`config.mk`:
```
export PLATFORM = sky130hd
export DESIGN_NAME = mbyte_alu_ctrl
export DESIGN_NICKNAME = d
export VERILOG_FILES = /design/src/rtl/mbalu_pkg.sv /design/src/rtl/mbyte_alu_ctrl.sv
export SDC_FILE = /design/constraint.sdc
export NUM_CORES = 1
export LEC_CHECK = 0
export ABC_AREA = 1
export CAP_MARGIN = 20
export CORE_MARGIN = 2
export CORE_UTILIZATION = 43
export DETAILED_ROUTE_END_ITERATION = 8
export PLACE_DENSITY = 0.85
export SLEW_MARGIN = 20
export SYNTH_ARGS = -nofsm -noshare
export SYNTH_HDL_FRONTEND = slang
export SYNTH_SLANG_ARGS = --single-unit
```
`constraint.sdc`:
```
create_clock -name clk -period 2.05 [get_ports clk]
set_clock_uncertainty 0.1 [all_clocks]
set_input_delay 0.41 -clock clk [delete_from_list [all_inputs] [get_ports clk]]
set_output_delay 0.41 -clock clk [all_outputs]
set_load 0.005 [all_outputs]
```
`src/rtl/mbalu_pkg.sv`:
```
// Shared constants for the multi-byte ALU controller.
//   - cmd_op encodings accepted on the command channel
//   - opcodes understood by the 8-bit ALU
//   - controller FSM state encoding
//   - alu_opcode(): maps a command op to the per-byte ALU opcode
package mbalu_pkg;

    // Command channel operations
    localparam logic [2:0] CmdAdd  = 3'd0;
    localparam logic [2:0] CmdSub  = 3'd1;
    localparam logic [2:0] CmdAnd  = 3'd2;
    localparam logic [2:0] CmdOr   = 3'd3;
    localparam logic [2:0] CmdXor  = 3'd4;
    localparam logic [2:0] CmdNot  = 3'd5;

    // 8-bit ALU opcodes
    localparam logic [3:0] AluAdd   = 4'd0;
    localparam logic [3:0] AluAdc   = 4'd1;
    localparam logic [3:0] AluSub   = 4'd2;
    localparam logic [3:0] AluSbc   = 4'd3;
    localparam logic [3:0] AluOr    = 4'd4;
    localparam logic [3:0] AluAnd   = 4'd5;
    localparam logic [3:0] AluNot   = 4'd6;
    localparam logic [3:0] AluXor   = 4'd7;
    localparam logic [3:0] AluPassA = 4'd8;
    localparam logic [3:0] AluPassB = 4'd9;
    localparam logic [3:0] AluNeg   = 4'd10;
    localparam logic [3:0] AluCmp   = 4'd11;

    // Controller FSM states
    localparam logic [1:0] StIdle = 2'd0;
    localparam logic [1:0] StRun  = 2'd1;
    localparam logic [1:0] StDone = 2'd2;

    // SUB is issued as ADC with an inverted b and carry-in seeded to 1.
    function automatic logic [3:0] alu_opcode(input logic [2:0] op);
        logic [3:0] code;
        unique case (op)
            CmdAdd, CmdSub: code = AluAdc;
            CmdAnd:         code = AluAnd;
            CmdOr:          code = AluOr;
            CmdXor:         code = AluXor;
            CmdNot:         code = AluNot;
            default:        code = AluPassA;
        endcase
        return code;
    endfunction

endpackage

```
`src/rtl/mbyte_alu_ctrl.sv`:
```
// Multi-byte ALU controller. Takes a W-bit operation on the cmd channel, walks it through an
// external combinational 8-bit ALU one byte per cycle (LSB first, carry chained) and returns the
// assembled result with carry/zero flags on the rsp channel.
//
// Ports:
//   clk, resetn          clock, synchronous active-low reset
//   cmd_valid/ready      command handshake; cmd_op, cmd_a, cmd_b carry the operation
//   rsp_valid/ready      response handshake; rsp_result, rsp_carry, rsp_zero
//   rsp_overflow         signed ADD/SUB overflow (only with MBALU_SIGNED_OVF_EN defined)
//   alu_a/b/carry/op     drive the external ALU (all zero outside RUN)
//   alu_c, alu_carry_out, alu_zero   ALU results, consumed in the same cycle
//
// Build option: define MBALU_SIGNED_OVF_EN to add the rsp_overflow output.
module mbyte_alu_ctrl
    import mbalu_pkg::*;
#(
    parameter int unsigned NBYTES = 4
) (
    input  logic                  clk,
    input  logic                  resetn,
    input  logic                  cmd_valid,
    output logic                  cmd_ready,
    input  logic [2:0]            cmd_op,
    input  logic [8*NBYTES-1:0]   cmd_a,
    input  logic [8*NBYTES-1:0]   cmd_b,
    output logic                  rsp_valid,
    input  logic                  rsp_ready,
    output logic [8*NBYTES-1:0]   rsp_result,
    output logic                  rsp_carry,
    output logic                  rsp_zero,
`ifdef MBALU_SIGNED_OVF_EN
    output logic                  rsp_overflow,
`endif
    output logic [7:0]            alu_a,
    output logic [7:0]            alu_b,
    output logic                  alu_carry,
    output logic [3:0]            alu_op,
    input  logic [7:0]            alu_c,
    input  logic                  alu_carry_out,
    input  logic                  alu_zero
);

    localparam int unsigned W    = 8 * NBYTES;
    localparam int unsigned IdxW = $clog2(NBYTES);

    logic [1:0]      state_q, state_d;
    logic [IdxW-1:0] idx_q, idx_d;
    logic [2:0]      op_q, op_d;
    logic [W-1:0]    a_q, a_d, b_q, b_d, res_q, res_d;
    logic            cr_q, cr_d, za_q, za_d;

    logic       in_run, is_sub, is_arith, last_byte;
    logic [7:0] a_byte, b_byte;

    always_comb begin
        in_run    = (state_q == StRun);
        is_sub    = (op_q == CmdSub);
        is_arith  = (op_q == CmdAdd) || is_sub;
        last_byte = (idx_q == IdxW'(NBYTES - 1));
        a_byte    = a_q[8*idx_q +: 8];
        b_byte    = is_sub ? ~b_q[8*idx_q +: 8] : b_q[8*idx_q +: 8];
    end

    // ALU drive is gated to RUN so the shared ALU sees zeros while we are idle.
    always_comb begin
        alu_a     = in_run ? a_byte : 8'd0;
        alu_b     = (in_run && op_q != CmdNot) ? b_byte : 8'd0;
        alu_carry = in_run & cr_q;
        alu_op    = in_run ? alu_opcode(op_q) : 4'd0;
    end

    always_comb begin
        cmd_ready  = resetn && (state_q == StIdle);
        rsp_valid  = (state_q == StDone);
        rsp_result = res_q;
        rsp_carry  = cr_q;
        rsp_zero   = za_q;
    end

    always_comb begin
        state_d = state_q;
        idx_d   = idx_q;
        op_d    = op_q;
        a_d     = a_q;
        b_d     = b_q;
        res_d   = res_q;
        cr_d    = cr_q;
        za_d    = za_q;
        case (state_q)
            StIdle: begin
                if (cmd_valid) begin
                    op_d    = cmd_op;
                    a_d     = cmd_a;
                    b_d     = cmd_b;
                    res_d   = '0;
                    idx_d   = '0;
                    cr_d    = (cmd_op == CmdSub);
                    za_d    = 1'b1;
                    state_d = StRun;
                end
            end
            StRun: begin
                res_d[8*idx_q +: 8] = alu_c;
                za_d = za_q & alu_zero;
                cr_d = is_arith ? alu_carry_out : 1'b0;
                if (last_byte) begin
                    state_d = StDone;
                end else begin
                    idx_d = idx_q + 1'b1;
                end
            end
            StDone: begin
                if (rsp_ready) begin
                    state_d = StIdle;
                end
            end
            default: state_d = StIdle;
        endcase
    end

    always_ff @(posedge clk) begin
        if (!resetn) begin
            state_q <= StIdle;
            idx_q   <= '0;
            op_q    <= '0;
            a_q     <= '0;
            b_q     <= '0;
            res_q   <= '0;
            cr_q    <= 1'b0;
            za_q    <= 1'b0;
        end else begin
            state_q <= state_d;
            idx_q   <= idx_d;
            op_q    <= op_d;
            a_q     <= a_d;
            b_q     <= b_d;
            res_q   <= res_d;
            cr_q    <= cr_d;
            za_q    <= za_d;
        end
    end

`ifdef MBALU_SIGNED_OVF_EN
    // Sign of the effective b operand: SUB adds ~b.
    logic ovf_q, ovf_d, b_eff_msb;

    always_comb begin
        b_eff_msb = is_sub ? ~b_q[W-1] : b_q[W-1];
        ovf_d     = ovf_q;
        if (state_q == StIdle && cmd_valid) begin
            ovf_d = 1'b0;
        end else if (in_run && last_byte) begin
            // alu_c[7] is the MSB of the final result byte.
            ovf_d = is_arith && (a_q[W-1] == b_eff_msb) && (alu_c[7] != a_q[W-1]);
        end
    end

    always_ff @(posedge clk) begin
        if (!resetn) begin
            ovf_q <= 1'b0;
        end else begin
            ovf_q <= ovf_d;
        end
    end

    assign rsp_overflow = ovf_q;
`endif

endmodule

```
==> key figures <==
Synth
  – Synth area leaders: dfxtp_1 43%, nor2_1 16%, o21ai_0 8.8%
  – Yosys top cell by area: dfxtp_1
  – Synthesized area: 4845 um2
  – Post-synthesis sequential area ratio: 0.4339
  – Asr flop ratio synth: 0
  – Synth Warn #: 0
  – Unique masters post-synth: 26
  – Top-count cell post-synth: nor2_1
  – Ys flop type: dfxtp_1
  – Most common library cells after synthesis: 204 x nor2_1, 105 x dfxtp_1, 90 x nand2_1
  – Synthesized flop and latch total: around 110
  – Post-synth EDFFs: 0
  – Net Count, Synth: between 700 and 800
  – Share of the synthesized area in the top cell type: 0.4339
  – Mean area per synthesized cell: between 6 and 7 um2
  – Synth Instances: between 700 and 800

Layout
  – Non-Filler Instances: just under 1000
  – # fillers: 980
  – Layout cells sized above 1: 0.1327
  – Area grow syn2layout: 40.13%
  – Layout Nets: a little over 900
  – Antenna diodes: 0

Worst setup path
  – Worst setup path class: flip-flop to output port
  – Crit path largest cell delay: around 0.38 ns
  – Critical Path RT: ~1.5 ns
  – Cells along the critical path: inv_2, buf_12, nand2_2, nand3_2, nand3_2, nand2_1, nor2_1, buf_2
  – RR Startpoint: idx_q[0]$_SDFFE_PN0P_
  – Arrival time at the worst endpoint: about 1.6 ns
  – CP max-delay cell: dfxtp_4
  – Critical Path Start Type: flip-flop
  – CP Max Fanout: 19
  – Crit end category: output port
  – Worst Reg-to-Reg Cells: 8
  – Reg-to-Reg End: rsp_result[8]$_SDFFE_PN0P_
  – CP startpoint: idx_q[0]$_SDFFE_PN0P_
  – Capture point of the worst path: alu_b[1]
  – R2R setup slack: around 0.23 ns
  – CP dominant cell by count: nand3_2

Global route
  – GRT Util Overall: 0.2313
  – GR Layer Usage met2: 0.3878
  – Vias in the first global route: 4652
  – Initial antenna violation count: 0
  – Gr busiest metal: met2
  – Pin count of the biggest net entering global routing: 71
  – First-pass GRT wire length: about 22000 um
  – Grt met1 use: 0.2872
  – GR met3 Demand/Resource: 0.06173
  – Congestion Overflow GR: 0

Timing
  – Minimum clock period: 2.071 ns
  – Slew Limit Fails: 0
  – Final Hold Viols: 0
  – RSZ-0062 raised after global routing: true
  – Hold_ws: between 0.3 and 0.4 ns
  – Final setup violation count: 1
  – Period utilization: 1.010
  – Final setup margin: -0.02145 ns
  – Actual slew at the worst max-slew pin: about 0.52 ns
  – Achievable frequency: between 0.4 and 0.5 GHz
  – Slew headroom: 0.6533

Clock tree
  – Clock Path Buffers: 2
  – Worst-skew pair later-pin latency: 0.35 ns
  – Reg clk slew, reported paths: ~0.08 ns
  – Inserted Clock Buffers: 9
  – Buffer type at the clock tree root: clkbuf_16
  – Max H-tree Level: 3
  – CTS tree: built
  – Hold buffer count at cts: 0
  – TritonCTS sink count: about 110

Power and ir drop
  – PD cells: 745.1 nW/um2
  – Static Leakage: around 0.0028 uW
  – VDD IR-drop max: roughly 0.00040 V

Route
  – Via density: 5.103
  – Antenna Nets Post-Route: 0
  – Drt pass-1 iters: 5
  – Iter 0 DRT Violations: between 200 and 300
  – Post-route DRC: 0
  – Drt wl/cell: 14.13 um
  – Vias: approximately 5000
  – Total length of routed wires: between 10000 and 15000 um

Place
  – HPWL Detailed: ~10000 um
  – RD Place Congestion: between 0.9 and 1
  – Input/output buffers: about 140
  – Placed Cells: 965

Die
  – Die width: 110.1 um
  – Starting Density: 0.4430
  – I/O pins: between 100 and 150
  – Core Rows: 38
  – Die H: ~110 um
  – Core ar.: 10940 um2
  – Die footprint: 12130 um2

Run
  – Max Cap Viol: 0

Outcome
  – Status: finished, violations left
  – Failing checks: negative setup slack

Min path
  – Worst min path class: flip-flop to flip-flop
  – Worst Hold Launch: rsp_result[18]$_SDFFE_PN0P_
## cell families (layout without fill, tap and decap cells)
logic type                 after synthesis  in the layout  share of synthesized area
buffers and inverters                   77            217                    0.07877
and+or+nand+nor                        373            373                     0.3179
adders and majority gates                9              9                    0.02324
AOI/OAI and AO/OA                      140            140                     0.1462
DFF                                    105            105                     0.4339
## worst max-delay path: cells and delay by family (launching register included)
kind                   cells  cell delay, ns
flip-flops                 1            0.38
AND/OR/NAND/NOR            5            0.48
buffers and inverters      3            0.35
## worst min path at each step
stage | slack, ns | cells after the start | to
after floorplan | 0.35 | 2 | a_q[10]$_SDFFE_PN0P_
after global placement | 0.36 | 2 | a_q[28]$_SDFFE_PN0P_
after detailed placement | 0.37 | 2 | a_q[12]$_SDFFE_PN0P_
after CTS | 0.39 | 2 | rsp_result[2]$_SDFFE_PN0P_
after global routing | 0.40 | 2 | a_q[28]$_SDFFE_PN0P_
final | 0.38 | 2 | rsp_result[18]$_SDFFE_PN0P_
## metal layers
metal  vias to the layer above  part of all wire  wire length, um
met5                         -                 0                0
li1                       2544                 -                -
met2                       198              0.48             6638
met1                      2243              0.41             5733
met3                        36             0.080             1105
met4                         0             0.030              422
## report_power, final
part           total (uW)  switching, uW  internal [uW]  leakage [uW]
clock                1690            830            860      0.000143
combinational        1110            611            498       0.00177
sequential           2260           85.5           2170      0.000865
## cell type report
cell class	instances	area (um2)	area share
clock buffers	9	225.2	0.03317
clock inverters	7	72.57	0.01069
multi-input cells	522	2469	0.3636
flip-flops and latches	105	2112	0.3111
well taps	140	175.2	0.02580
repair buffers	168	1607	0.2366
inverters	33	128.9	0.01898
## registers in the layout (all words and copies together), names as in the netlist
| register | cells |
|---|---|
| rsp_result | 32 |
| b_q | 32 |
| idx_q | 2 |
| rsp_carry | 1 |
| op_q | 3 |
| state_q | 2 |
| a_q | 32 |
| rsp_zero | 1 |
## cells in the final DEF (no fill, tap or decap), drive strengths merged
cell type      instances
nor2                 206
clkdlybuf4s50        113
dfxtp                105
nand2                 92
o21ai                 85
nand3                 72
a21oi                 54
buf                   39
inv                   35
clkbuf                17
ha                     9
dlygate4sd2            5
clkinv                 4
clkdlybuf4s15          2
a31oi                  1
nor3                   1
nand3b                 1
nand4                  1
clkinvlp               1
dlymetal6s2s           1
## through the flow
stage          cell area (um2)  utilization  worst slack, ns  TNS (ns)  power (uW)
2_1_floorplan             4845            -           0.1259         0        2904
3_3_place_gp              6405       0.5857          0.02994         0        3339
3_5_place_dp              6405       0.5857        0.0009581         0        3364
4_1_cts                   6765       0.6187          -0.1574   -0.1574        5064
5_1_grt                   6789       0.6208         -0.04925   -0.1343        5298
6_report                  6789       0.6208         -0.02145  -0.02145        5058
## what timing repair did
action / CTS / global route
endpoints found under the setup margin: 23 / 30
buffers inserted: 3 / 1
pin swaps: 18 / 14
gates resized for setup: 74 / 39
Note: power is estimated with default switching activity, not from simulation.
